**config.mk**
```make
export PLATFORM = sky130hd
export DESIGN_NAME = clk_divider_prog
export DESIGN_NICKNAME = d
export VERILOG_FILES = /design/src/rtl/clk_divider_prog.sv
export SDC_FILE = /design/constraint.sdc
export NUM_CORES = 1
export LEC_CHECK = 0
export ABC_AREA = 0
export BUFFER_PORTS_ARGS = -buffer_cell sky130_fd_sc_hd__buf_2
export CAP_MARGIN = 20
export CORE_ASPECT_RATIO = 0.7
export CORE_MARGIN = 2
export CORE_UTILIZATION = 50
export DETAILED_ROUTE_END_ITERATION = 8
export GPL_ROUTABILITY_DRIVEN = 1
export GPL_TIMING_DRIVEN = 1
export PLACE_DENSITY = 0.68
export SETUP_SLACK_MARGIN = 0.3
export SYNTH_ARGS = -nofsm -noshare
export SYNTH_HDL_FRONTEND = slang
export SYNTH_SLANG_ARGS = --single-unit
```
**constraint.sdc**
```tcl
create_clock -name clk -period 7.1 [get_ports clk]
set_input_delay 0 -clock clk [delete_from_list [all_inputs] [get_ports clk]]
set_output_delay 0 -clock clk [all_outputs]
set_load 0.01 [all_outputs]
```
**src/rtl/clk_divider_prog.sv**
```systemverilog
// Programmable clock divider.
//
// Counts qualified advance edges (i_clk_en & i_count_valid) modulo an active ratio R and derives
// a registered divided clock that is low for ceil(R/2) counts and high for floor(R/2) counts.
// A new ratio may be requested at any time; it is held as pending and applied only when the
// counter wraps, so a period is never cut short or stretched by a ratio change.
//
// Ports:
//   clk            rising-edge system clock (the only clock)
//   resetn         asynchronous active-low reset
//   i_clk_en       synchronous clock enable
//   i_count_valid  counter advance qualifier
//   i_div_load     one-cycle request to load i_div_ratio
//   i_div_ratio    requested ratio, sampled when i_div_load=1
//   o_div_load_ack one-cycle pulse after a pending ratio becomes active
//   o_div_err      one-cycle pulse after a load with ratio < 2 is rejected
//   o_count        current count, 0..R-1
//   o_count_end    high while o_count == R-1
//   o_div_tick     one-cycle pulse after the counter wraps to 0
//   o_div_clk      registered divided clock
module clk_divider_prog #(
  parameter int unsigned WIDTH         = 8,
  parameter int unsigned DEFAULT_RATIO = 8
) (
  input  logic             clk,
  input  logic             resetn,
  input  logic             i_clk_en,
  input  logic             i_count_valid,
  input  logic             i_div_load,
  input  logic [WIDTH-1:0] i_div_ratio,
  output logic             o_div_load_ack,
  output logic             o_div_err,
  output logic [WIDTH-1:0] o_count,
  output logic             o_count_end,
  output logic             o_div_tick,
  output logic             o_div_clk
);

  localparam logic [WIDTH-1:0] RstRatio = WIDTH'(DEFAULT_RATIO);

  logic [WIDTH-1:0] ratio_q, ratio_d;
  logic [WIDTH-1:0] pend_ratio_q, pend_ratio_d;
  logic             pend_q, pend_d;
  logic [WIDTH-1:0] count_q, count_d;
  logic             div_clk_q, div_clk_d;
  logic             tick_q;
  logic             ack_q, ack_d;
  logic             err_q;

  logic advance, at_end, wrap, load_bad, load_ok;

  always_comb begin
    advance  = i_clk_en & i_count_valid;
    // R >= 2 always holds, so R-1 never underflows.
    at_end   = (count_q == (ratio_q - WIDTH'(1)));
    wrap     = advance & at_end;
    load_bad = i_div_load & (i_div_ratio < WIDTH'(2));
    load_ok  = i_div_load & ~load_bad;

    ratio_d      = ratio_q;
    pend_ratio_d = pend_ratio_q;
    pend_d       = pend_q;
    ack_d        = 1'b0;
    count_d      = count_q;

    // Apply before capturing a new load so that a load on the wrap edge becomes the next pending.
    if (wrap && pend_q) begin
      ratio_d = pend_ratio_q;
      pend_d  = 1'b0;
      ack_d   = 1'b1;
    end
    if (load_ok) begin
      pend_ratio_d = i_div_ratio;
      pend_d       = 1'b1;
    end

    if (advance) begin
      count_d = wrap ? '0 : count_q + WIDTH'(1);
    end

    // Threshold uses the ratio in force next cycle; when not advancing this reproduces div_clk_q.
    div_clk_d = (count_d >= (ratio_d - (ratio_d >> 1)));
  end

  always_ff @(posedge clk or negedge resetn) begin
    if (!resetn) begin
      ratio_q      <= RstRatio;
      pend_ratio_q <= RstRatio;
      pend_q       <= 1'b0;
      count_q      <= '0;
      div_clk_q    <= 1'b0;
      tick_q       <= 1'b0;
      ack_q        <= 1'b0;
      err_q        <= 1'b0;
    end else begin
      ratio_q      <= ratio_d;
      pend_ratio_q <= pend_ratio_d;
      pend_q       <= pend_d;
      count_q      <= count_d;
      div_clk_q    <= div_clk_d;
      tick_q       <= wrap;
      ack_q        <= ack_d;
      err_q        <= load_bad;
    end
  end

  assign o_count        = count_q;
  assign o_count_end    = at_end;
  assign o_div_tick     = tick_q;
  assign o_div_clk      = div_clk_q;
  assign o_div_load_ack = ack_q;
  assign o_div_err      = err_q;

endmodule

```
==> out/metrics.cfg <==
[synthesis]
syn_inst = 247
yosys_most_used_dff = dfrtp_1
syn_area_per_cell_um2 = 8.62
syn-num-nets = 275
synth_area_um2 = 2130
synth_top_area_cell = dfrtp_1
synth_cell_types = 48
synthTopCellsByArea = dfrtp_1 (32%), ha_1 (8.8%), nand2_1 (5.5%), xnor2_1 (4.9%), o21ai_0 (3.5%)
synthArstFlopShare_pct = 100
synth_top_area_share_pct = 31.7
synth_edf_count = 0
ys_ff_latch = 29
yosysSeqAreaShare_pct = 34.2
yosys_warnings = 0

[floorplan]
io_pins = 26
die_width_um = 82
core_um2 = 3990
dieArea_um2 = 4810
rows = 19
die_h_um = 58.6
initial_utilization_pct = 53.3

[critical_path]
crit_arrival_ns = 5.64
worst_setup_path_end_kind = register
start_kind = register
critical_path_class = reg -> reg
worstPathRequired_ns = 7.28
r2r-end = o_div_clk$_DFF_PN0_
reg2reg_from = o_count[7]$_DFF_PN0_
r2r_cells = 22
cp_max_fo = 19
worst-r2r-setup-slack_ns = 1.63

[worst_hold_path]
min_path_cells = 3
min_from = i_div_load
min_path_type = in -> reg
holdPathEnd = pend_ratio_q[5]$_DFFE_PN0P_

[finish]
drive_gt1_share_pct = 16.5
final_area_um2 = 2530
antenna_cells = 0
area_growth_syn_to_layout_pct = 18.8
nets = 312
utilization_pct = 63.3
fill_cells = 363

[power_and_ir_drop]
ir_drop_mv = 0.121
pwr-share-seq_pct = 38.1
leakagePower_nw = 1.23
finalPower_uw = 559
powerDensity_nw_per_um2 = 221
p_switching_uw = 186
p_int_uw = 373
power_frac_comb_pct = 29.3
clock_power_share_pct = 32.7
swShare_pct = 33.3

[detailed_routing]
drc = 0
vias = 1863
ant_nets = 0
wl_per_cell_um = 14.5
drt_iter0_markers = 129
drt_wl_total_um = 4890
avgViaCountPerCell = 5.53
drtPass1Iterations = 6

[clock_network]
path_clk_slew_ns = 0.07
cts-resized-gates = 0
cts_sinks = 29
cts_tree = done
clockRootBuffer = clkbuf_8
post_cts.repair.setup_buffers = 0
cts-buffers-inserted = 5
cts_hold_buf = 11
clk_path_buf_depth = 2
insertion_delay_ns = 0.28
htreeDepth = 2

[placed_design]
post-dp-hpwl_um = 3610
gp_congestion = 0.852
placed_cell_area_um2 = 2300
portBuffers = 25

[sta]
post-route-period-util_pct = 77.0
min_period_ns = 5.47
setup-violations-final = 0
finalHoldViolations = 0
fmax_mhz = 183
worst_slew_pin_slew_ns = 0.999
finalClockSkew_ns = 0.00376
slew_headroom_pct = 32.9
tns_ns = 0
slew_viol_final = 0
whs_ns = 0.0148
rsz0062_at_grt = false

[grt]
grt_pass1_wl_um = 8490
first_global_vias = 1766
grt-ovfl-total = 0
grt_max_degree = 30
grt_usage_pct = 23.6
antenna_found_initial = 0

[flow_run]
drv_cap = 0

[run_status]
status = completed

-- layer usage --
layer | global-route usage [%] | wire, um | vias to the layer above
li1 | - | - | 947
met1 | 35.1 | 2620 | 862
met2 | 34.6 | 1990 | 47
met3 | 5.06 | 222 | 7
met4 | 7.14 | 54 | 0
met5 | 0 | 0 | -
-- synth_stat cells (3+ instances only) --
cell / number
nand2_1: 31
nor3_1: 6
dfrtp_1: 27
xnor2_1: 12
nand3_1: 7
o21ai_0: 15
or2_2: 6
mux2i_1: 5
nand2b_1: 11
nor2b_1: 5
nor2_1: 16
xor2_1: 7
inv_1: 18
or3_1: 4
or4_1: 3
ha_1: 15
a21oi_1: 8
nor3b_1: 4
nand4_1: 3
clkbuf_1: 6
-- cell usage in the layout, fill, tap and decap left out, types with 5 or more instances in the layout --
master / instances
a21oi_1: 8
buf_2: 25
clkbuf_8: 6
dfrtp_1: 27
dlygate4sd3_1: 11
ha_1: 15
inv_1: 18
mux2i_1: 5
nand2_1: 31
nand2b_1: 11
nand3_1: 7
nor2_1: 16
nor2b_1: 5
nor3_1: 6
o21ai_0: 15
or2_2: 6
xnor2_1: 12
xor2_1: 7
-- power groups by stage --
stage	logic (mW)	clock network, mW	registers [mW]
after CTS	0.164	0.185	0.212
after global placement	0.155	0	0.215
after detailed placement	0.158	0	0.216
final	0.163	0.183	0.213
after global routing	0.190	0.192	0.218
after floorplan	0.109	0	0.214
-- cell type report --
type                       count  area (um^2)  share of cell area (%)
clock buffer                   6         82.6                    3.26
inverter                      18         67.6                    2.67
multi-input combinational    193         1310                    51.6
tap                           52         65.1                    2.57
clock inverter                 2         37.5                    1.48
timing repair buffer          37          243                    9.59
sequential                    29          728                    28.8
-- logic make-up after synthesis --
family | synth area share (%)
AND/OR/NAND/NOR | 26.3
AO/OA/AOI/OAI | 14.3
flip-flops | 34.2
multiplexers | 4.11
adder cells (fa/ha/maj) | 8.81
buffers and inverters | 4.46
XOR/XNOR | 7.81
-- worst max-delay path by stage --
| stage | endpoint | start | slack (ns) |
|---|---|---|---|
| 5_1_grt | o_div_clk$_DFF_PN0_ | o_count[7]$_DFF_PN0_ | 1.09 |
| 2_1_floorplan | o_div_clk$_DFF_PN0_ | o_count[7]$_DFF_PN0_ | 2.52 |
| 4_1_cts | o_div_clk$_DFF_PN0_ | o_count[7]$_DFF_PN0_ | 1.68 |
| 6_report | o_div_clk$_DFF_PN0_ | o_count[7]$_DFF_PN0_ | 1.63 |
| 3_3_place_gp | o_div_clk$_DFF_PN0_ | o_count[7]$_DFF_PN0_ | 1.76 |
| 3_5_place_dp | o_div_clk$_DFF_PN0_ | o_count[7]$_DFF_PN0_ | 1.68 |
-- metrics by stage --
stage,setup slack (ns),instances
final,1.63,337
after global routing,1.09,337
after CTS,1.68,337
after detailed placement,1.68,318
after global placement,1.76,318
after floorplan,2.52,247
-- worst max-delay path, stage by stage, from the launching register on --
cell	delay, ns
dfrtp_1	0.41
xnor2_1	0.18
or4b_1	0.48
o211ai_1	0.18
a31oi_1	0.14
nor4_4	0.94
o21ai_0	0.36
ha_1	0.27
inv_1	0.09
ha_1	0.27
nor3_1	0.07
mux2i_1	0.29
a21boi_0	0.29
xnor2_1	0.18
ha_1	0.27
a21oi_1	0.20
nor2b_1	0.07
o21ai_0	0.16
nand2b_1	0.08
a21oi_1	0.15
nor2b_1	0.05
o21ai_0	0.15
nand2b_1	0.07
-- state kept, by name, summed over array words and instances, names as in the netlist --
name and cells:
o_div_err 1, pend_ratio_q 8, o_div_clk 1, ratio_q 8, pend_q 1, o_count 8, o_div_tick 1, o_div_load_ack 1
Note: power is estimated with default switching activity, not from simulation.
